### src/rtl/ex_mem_latch.sv
// ============================================================================
// Module      : ex_mem_latch
// Description : EX/MEM pipeline register with stall/flush, precise overflow
//               exception capture, halt tracking and EX forwarding outputs.
// Revision    : 1.0 - initial release
// ============================================================================
`default_nettype none

module ex_mem_latch #(
  parameter int DATA_W     = 32,
  parameter int REG_ADDR_W = 5
) (
  input  logic                  i_clk,
  input  logic                  i_rst_n,
  input  logic                  i_valid,
  input  logic [DATA_W-1:0]     i_alu_rslt,
  input  logic                  i_alu_zero,
  input  logic                  i_alu_carry,
  input  logic                  i_alu_ovfl,
  input  logic                  i_ovfl_check,
  input  logic [DATA_W-1:0]     i_store_data,
  input  logic [REG_ADDR_W-1:0] i_wb_reg_addr,
  input  logic [DATA_W-1:0]     i_pc,
  input  logic                  i_mem_read,
  input  logic                  i_mem_write,
  input  logic                  i_reg_write,
  input  logic                  i_mem_to_reg,
  input  logic                  i_halt,
  input  logic [1:0]            i_mem_width,
  input  logic                  i_mem_signed,
  input  logic                  i_stall,
  input  logic                  i_flush,
  input  logic                  i_exc_ack,
  output logic                  o_valid,
  output logic [DATA_W-1:0]     o_alu_rslt,
  output logic                  o_alu_zero,
  output logic                  o_alu_carry,
  output logic [DATA_W-1:0]     o_store_data,
  output logic [REG_ADDR_W-1:0] o_wb_reg_addr,
  output logic [DATA_W-1:0]     o_pc,
  output logic                  o_mem_read,
  output logic                  o_mem_write,
  output logic                  o_reg_write,
  output logic                  o_mem_to_reg,
  output logic [1:0]            o_mem_width,
  output logic                  o_mem_signed,
  output logic                  o_exception,
  output logic [DATA_W-1:0]     o_epc,
  output logic                  o_exc_pending,
  output logic                  o_halted,
  output logic                  o_fwd_en,
  output logic [DATA_W-1:0]     o_fwd_data,
  output logic                  o_load_hazard
);

  typedef enum logic [1:0] {
    ST_RUN    = 2'd0,
    ST_EXC    = 2'd1,
    ST_HALTED = 2'd2
  } state_t;

  state_t r_state;
  state_t w_state_nxt;

  logic                  w_bubble;
  logic                  w_capture;
  logic                  w_fault;

  logic                  r_valid;
  logic [DATA_W-1:0]     r_alu_rslt;
  logic                  r_alu_zero;
  logic                  r_alu_carry;
  logic [DATA_W-1:0]     r_store_data;
  logic [REG_ADDR_W-1:0] r_wb_reg_addr;
  logic [DATA_W-1:0]     r_pc;
  logic                  r_mem_read;
  logic                  r_mem_write;
  logic                  r_reg_write;
  logic                  r_mem_to_reg;
  logic [1:0]            r_mem_width;
  logic                  r_mem_signed;
  logic                  r_exception;
  logic [DATA_W-1:0]     r_epc;

  // A stalled edge neither loads nor moves the FSM, except that an
  // exception acknowledge is honoured even while MEM is busy.
  always_comb begin
    w_state_nxt = r_state;
    w_bubble    = 1'b0;
    w_capture   = 1'b0;
    w_fault     = 1'b0;
    if (i_stall) begin
      if (r_state == ST_EXC && i_exc_ack) w_state_nxt = ST_RUN;
    end else begin
      case (r_state)
        ST_RUN: begin
          if (i_flush || !i_valid) begin
            w_bubble = 1'b1;
          end else begin
            w_capture = 1'b1;
            if (i_ovfl_check && i_alu_ovfl) begin
              w_fault     = 1'b1;
              w_state_nxt = ST_EXC;
            end else if (i_halt) begin
              w_state_nxt = ST_HALTED;
            end
          end
        end
        ST_EXC: begin
          w_bubble = 1'b1;
          if (i_exc_ack) w_state_nxt = ST_RUN;
        end
        ST_HALTED: w_bubble = 1'b1;
        default: begin
          w_bubble    = 1'b1;
          w_state_nxt = ST_RUN;
        end
      endcase
    end
  end

  always_ff @(posedge i_clk or negedge i_rst_n) begin
    if (!i_rst_n) r_state <= ST_RUN;
    else          r_state <= w_state_nxt;
  end

  always_ff @(posedge i_clk or negedge i_rst_n) begin
    if (!i_rst_n) begin
      r_valid       <= 1'b0;
      r_alu_rslt    <= '0;
      r_alu_zero    <= 1'b0;
      r_alu_carry   <= 1'b0;
      r_store_data  <= '0;
      r_wb_reg_addr <= '0;
      r_pc          <= '0;
      r_mem_read    <= 1'b0;
      r_mem_write   <= 1'b0;
      r_reg_write   <= 1'b0;
      r_mem_to_reg  <= 1'b0;
      r_mem_width   <= 2'b00;
      r_mem_signed  <= 1'b0;
      r_exception   <= 1'b0;
      r_epc         <= '0;
    end else if (w_bubble) begin
      // Bubbles kill only the side-effecting controls; data fields hold.
      r_valid      <= 1'b0;
      r_mem_read   <= 1'b0;
      r_mem_write  <= 1'b0;
      r_reg_write  <= 1'b0;
      r_mem_to_reg <= 1'b0;
      r_exception  <= 1'b0;
    end else if (w_capture) begin
      r_valid       <= 1'b1;
      r_alu_rslt    <= i_alu_rslt;
      r_alu_zero    <= i_alu_zero;
      r_alu_carry   <= i_alu_carry;
      r_store_data  <= i_store_data;
      r_wb_reg_addr <= i_wb_reg_addr;
      r_pc          <= i_pc;
      r_mem_read    <= i_mem_read  & ~w_fault;
      r_mem_write   <= i_mem_write & ~w_fault;
      r_reg_write   <= i_reg_write & ~w_fault;
      r_mem_to_reg  <= i_mem_to_reg;
      r_mem_width   <= i_mem_width;
      r_mem_signed  <= i_mem_signed;
      r_exception   <= w_fault;
      if (w_fault) r_epc <= i_pc;
    end
  end

  assign o_valid       = r_valid;
  assign o_alu_rslt    = r_alu_rslt;
  assign o_alu_zero    = r_alu_zero;
  assign o_alu_carry   = r_alu_carry;
  assign o_store_data  = r_store_data;
  assign o_wb_reg_addr = r_wb_reg_addr;
  assign o_pc          = r_pc;
  assign o_mem_read    = r_mem_read;
  assign o_mem_write   = r_mem_write;
  assign o_reg_write   = r_reg_write;
  assign o_mem_to_reg  = r_mem_to_reg;
  assign o_mem_width   = r_mem_width;
  assign o_mem_signed  = r_mem_signed;
  assign o_exception   = r_exception;
  assign o_epc         = r_epc;
  assign o_exc_pending = (r_state == ST_EXC);
  assign o_halted      = (r_state == ST_HALTED);
  assign o_fwd_data    = r_alu_rslt;

  // r0 is hardwired zero, so it is never a forwarding or hazard target.
  assign o_fwd_en      = r_valid & r_reg_write & ~r_mem_to_reg & (r_wb_reg_addr != '0);
  assign o_load_hazard = r_valid & r_reg_write &  r_mem_to_reg & (r_wb_reg_addr != '0);

endmodule

`default_nettype wire

### config.mk
export PLATFORM = sky130hd
export DESIGN_NAME = ex_mem_latch
export DESIGN_NICKNAME = d
export VERILOG_FILES = /design/src/rtl/ex_mem_latch.sv
export SDC_FILE = /design/constraint.sdc
export NUM_CORES = 1
export LEC_CHECK = 0
export ABC_AREA = 1
export BUFFER_PORTS_ARGS = -buffer_cell sky130_fd_sc_hd__buf_2
export CORE_MARGIN = 1.5
export CORE_UTILIZATION = 41
export CTS_BUF_LIST = sky130_fd_sc_hd__clkbuf_8 sky130_fd_sc_hd__clkbuf_16
export CTS_CLUSTER_SIZE = 24
export DETAILED_ROUTE_END_ITERATION = 8
export GPL_TIMING_DRIVEN = 0
export HOLD_SLACK_MARGIN = 0.08
export PLACE_DENSITY = 0.76
export SKIP_LAST_GASP = 1
export SLEW_MARGIN = 20
export SYNTH_ARGS = -nofsm -noshare
export SYNTH_HDL_FRONTEND = slang
export SYNTH_SLANG_ARGS = --single-unit
### constraint.sdc
create_clock -name i_clk -period 1.3 [get_ports i_clk]
set_input_delay 0.26 -clock i_clk [delete_from_list [all_inputs] [get_ports i_clk]]
set_output_delay 0.26 -clock i_clk [all_outputs]
set_load 0.01 [all_outputs]
Word-level counts from Yosys, hierarchy flattened
Index checks and enable logic that the tools add are counted.
{"block": "totals", "reg_bits": 146, "latchBits": 0, "ram_bits": 0, "romBits": 0, "in_bits": 119, "word_cells": 73, "n_memories": 0}
{"block": "classes", "n_addsub": 0, "multipliers": 0, "div_mod_pow": 0, "order_cmp": 0, "n_eq_ne": 7, "shift": 0, "muxes": 29, "bitwise": 11, "n_reduce_logical": 10}
{"cell": "2-to-1 mux 1 bit", "n": 22}
{"cell": "2-to-1 mux 2 bit", "n": 6}
{"cell": "AND 1 bit", "n": 8}
{"cell": "inequality test 3 bit, second input constant", "n": 2}
{"cell": "one-hot mux 2 bit (3 select lines)", "n": 1}
{"cell": "AND reduction 5 bit", "n": 1}
{"cell": "nonzero test 5 bit", "n": 1}
{"cell": "inequality test 4 bit, second input constant", "n": 1}
{"cell": "inverter 1 bit", "n": 3}
{"cell": "AND reduction 3 bit", "n": 1}
{"cell": "== test 2 x 1 -> 1 bit, second input constant", "n": 1}
{"cell": "== test 2 bit, second input constant", "n": 1}
{"cell": "logical AND 1 bit", "n": 2}
{"cell": "zero test 2 bit", "n": 1}
{"cell": "inequality test 2 x 1 -> 1 bit, second input constant", "n": 1}
{"cell": "inequality test 2 bit, second input constant", "n": 1}
{"cell": "AND reduction 2 bit", "n": 1}
{"cell": "nonzero test 2 bit", "n": 1}
{"cell": "zero test 1 bit", "n": 1}
{"cell": "logical OR 1 bit", "n": 1}

Depth between registers and ports, before layout
{"block": "depth", "word_depth": 9, "ltp_mapped": 9, "depth_no_buf": 7}

Worst setup path after synthesis
OpenSTA, ideal clock, no wires.
{"block": "synth_path", "path_kind": "reg-to-reg", "start": "reg r_state[0]", "end": "reg r_epc[13] (netlist: o_epc[13])", "setup_time_ps": 118, "arrival_time_ps": 1192, "slack_ps": -9, "path_stages_with_launch": 9, "path_buffers": 2, "synth_period_minus_slack_ps": 1309, "cell_sequence": "dfrtp_1 nor2_2 nand2_2 nor2_8 nand2_2 buf_6 buf_6 nand2_1 o21ai_2"}
{"block": "synth_via", "elab_chain_cells": 5, "word_cells_on_any_way": 9, "cone_classes": "mux (6); bitwise (1); reduce/logical (2)"}
{"item": "start, declared", "line": "62", "source": "state_t r_state;"}
{"item": "start signal, assigned", "line": "124", "source": "else r_state <= w_state_nxt;"}
{"item": "zero test 2 bit (*)", "line": "95", "source": "case (r_state)"}
{"item": "2-to-1 mux 1 bit", "line": "95"}
{"item": "2-to-1 mux 1 bit", "line": "92", "source": "if (i_stall) begin"}
{"item": "inverter 1 bit (no source line)"}
{"item": "AND reduction 3 bit (no source line) (*)"}
{"item": "end signal, assigned", "line": "167", "source": "if (w_fault) r_epc <= i_pc;"}
{"item": "end, declared", "line": "83", "source": "logic [DATA_W-1:0] r_epc;"}
Every way passes the cells marked *; elsewhere a longest branch is shown, timed or not.
A chain may end at the register's enable or synchronous reset.

Worst setup path after layout
{"block": "layout_path", "start": "reg r_wb_reg_addr[0] (netlist: o_wb_reg_addr[0])", "end": "out o_load_hazard"}
{"block": "layout_via", "elab_chain_cells": 2}
{"item": "start, declared", "line": "74", "source": "logic [REG_ADDR_W-1:0] r_wb_reg_addr;"}
{"item": "start signal, assigned", "line": "158", "source": "r_wb_reg_addr <= i_wb_reg_addr;"}
{"item": "nonzero test 5 bit", "line": "192", "source": "assign o_load_hazard = r_valid & r_reg_write & r_mem_to_reg & (r_wb_reg_addr != '0);"}
{"item": "AND 1 bit", "line": "192"}
{"item": "end, declared", "line": "53", "source": "output logic o_load_hazard"}
No other way between the ends.

==> run metrics <==
initial antenna violation count=3; Post-DRT Antenna Nets=0; Comb pwr share=0.390; Initial Utilization=0.4243; Setup violations, final=154; Die Height=123.3 um; Max FO, Critical Path=2; Flop pwr share=0.348; Hold Path Cell Cnt=3; gpl congestion=0.7804; power density over cell area=about 1700 nW/um^2; Sink Count=between 100 and 150; synth top area cells=dfrtp_1, nand2_1, buf_4; drt pass-1 iters=5; synth-to-layout area growth=101.7%; DIE AREA=15210 um^2; Cell Area, Placed=7691 um^2; Max VDD drop=between 1 and 1.5 mV; static leakage=6.450 nW; predominant post-synthesis flop cell=dfrtp_1; Sw Share=0.3469; vias in the first global route=6765; Mapped Nets=766; startpoint class of the critical path=register; Synthesis Warnings=0; final count of hold timing violations=0; P_int=13.60 mW; Routed WL=27.26 mm; reg2reg path depth=9; Buffers on Ports=297; Post-synth ARST share=1.000; vias=6817; Synth top area share=0.6155; clk slew on worst S/H paths=approximately 0.06 ns; Net Sw Power=7.225 mW; Via density=5.232; status=complete, but fails checks; I/O pin total=299; gr usage total=0.3213; post-layout instance area=about 12000 um^2; clk_skew=0.004998 ns; largest net degree at the start of global routing=82; final core occ=0.8561; Mapped Area=5936 um^2; worst min path class=input pin to register; DRC errors left=0; Worst Slack Setup Final=-0.4717 ns; Clock Root Buffer=clkbuf_16; Worst setup EP type=output pin; Seq/Total Area, Yosys=0.6155; Bufs on Longest Clock Path=2; count leader, synth=nand2_1; die width=roughly 120 um; WP data required=roughly 1.0 ns; share of layout cells above drive strength 1=0.6625; Yosys cell types=20; TritonCTS Buffers=17; Final Max Tran Viols=0; Final min period=between 1.5 and 2 ns; CTS tree=built; first-pass GRT wire length=36.12 mm; GRT overflow=0; violated checks=negative setup slack; # nets final=1227; Worst EP arrival=1.51 ns; 1st-iter DRT viols=561; cell taking the most area after synthesis=dfrtp_1; Placement Rows=43; worst skew pair latency=approximately 0.42 ns; relative slew slack=0.7289; critical path type=register to output pin; f_max=0.5644 GHz; Synth Area per Inst=9.174 um^2; Worst Tran Pin Value=a little over 0.4 ns; core area=13990 um^2; fill count=632; flops & latches, synth=between 100 and 150; RSZ-0062 raised after global routing=true; H-tree depth=4; Final period util=1.363; max cap viols=0; Post-synth EDFFs=0; Synth Instances=647; top cells by instance count after synthesis=nand2_1, dfrtp_1, inv_1, buf_4, o21ai_1; Avg WL per Cell=~21 um; hpwl dp=12.22 mm; Clk pwr share=0.262
metrics by stage:
step	hold WS, ns	cells	power, mW	setup slack, ns	TNS, ns
after global placement	0.4504	1124	11.64	-2.158	-334.11
after floorplan	-0.03559	647	9.360	-0.009293	-0.1420
after detailed placement	0.2331	1125	11.81	-0.2913	-25.83
after global routing	0.1093	1303	21.67	-0.5618	-36.50
final	0.1141	1303	20.83	-0.4717	-30.26
after CTS	0.08357	1300	19.15	-0.3920	-26.27
layout make-up:
type | count | area (um^2) | area share
Multi-Input combinational cell | 396 | 2818 | 0.2353
Clock inverter | 11 | 183.9 | 0.01536
Sequential cell | 146 | 3655 | 0.3052
Tap cell | 180 | 225.2 | 0.01881
Clock buffer | 20 | 466.7 | 0.03897
Timing Repair Buffer | 473 | 3934 | 0.3285
Antenna cell | 3 | 7.507 | 0.0006269
Buffer | 32 | 520.5 | 0.04346
Inverter | 42 | 165.2 | 0.01379
what timing repair did:
item                                    CTS  global route
pin swaps                                40            49
endpoints found under the hold margin   142             0
endpoints found under the setup margin  180           175
resized for setup                       311           233
setup buffers                            63            18
hold buffers                             78             0
cloned                                   29             1
logic make-up (layout without fill, tap and decap cells):
| group | Yosys count | count (layout) | share of synthesized area |
|---|---|---|---|
| other | 0 | 3 | 0 |
| AND/OR/NAND/NOR | 330 | 330 | 0.2142 |
| flip-flops | 146 | 146 | 0.6155 |
| buffers and inverters | 105 | 578 | 0.1054 |
| AO/OA/AOI/OAI | 66 | 66 | 0.06493 |
power by group through the flow:
stage          sequential (mW)  combinational, mW  clock, mW
2_1_floorplan             7.40               1.96          0
3_3_place_gp              6.77               4.87          0
3_5_place_dp              6.79               5.03          0
4_1_cts                   6.90               6.84       5.41
5_1_grt                   7.36               8.60       5.71
6_report                  7.24               8.13       5.46
worst max-delay path, cell delays in order, from the launching register on:
cell and delay [ns]:
dfrtp_1 0.39, nor2_2 0.14, nand2_1 0.09, o21bai_1 0.16
inv_1 0.08, nand2_1 0.07, inv_1 0.05, buf_6 0.11
final timing paths:
kind                                  start               end  slack (ns)
min in group asynchronous           i_rst_n          o_pc[22]        0.34
min reg2reg                        o_pc[28]          o_pc[28]        0.48
max in group asynchronous           i_rst_n          o_pc[15]        0.24
max                        o_wb_reg_addr[0]     o_load_hazard       -0.47
min                                i_pc[23]          o_pc[23]        0.11
max reg2reg                      r_state[1]  o_wb_reg_addr[0]       -0.33
layer usage:
metal / track usage / vias up / share of wire
met5: 0 / - / 0
met4: 0.1652 / 0 / 0.054
met3: 0.06596 / 128 / 0.061
met2: 0.5920 / 423 / 0.54
met1: 0.3464 / 3375 / 0.34
li1: - / 2891 / -
placed cells by master (no fill, tap or decap), types with 2 or more instances in the layout:
cell type / netlist / routed
clkbuf_8: 0 / 3
nor2_4: 0 / 2
buf_12: 0 / 27
bufinv_16: 0 / 5
nand2_4: 0 / 81
clkbuf_16: 0 / 19
buf_6: 9 / 54
buf_8: 0 / 24
dfrtp_1: 146 / 145
diode_2: 0 / 3
buf_16: 0 / 18
dlygate4sd3_1: 0 / 78
inv_2: 1 / 3
nand2_2: 2 / 136
buf_4: 39 / 43
buf_2: 12 / 259
clkinv_2: 0 / 2
nand2_1: 314 / 98
o21ai_1: 39 / 9
inv_1: 40 / 40
nand3_1: 4 / 2
nand3_2: 0 / 2
nor2_1: 6 / 4
o21ai_2: 14 / 55
Power figures use the tool's default switching activity.
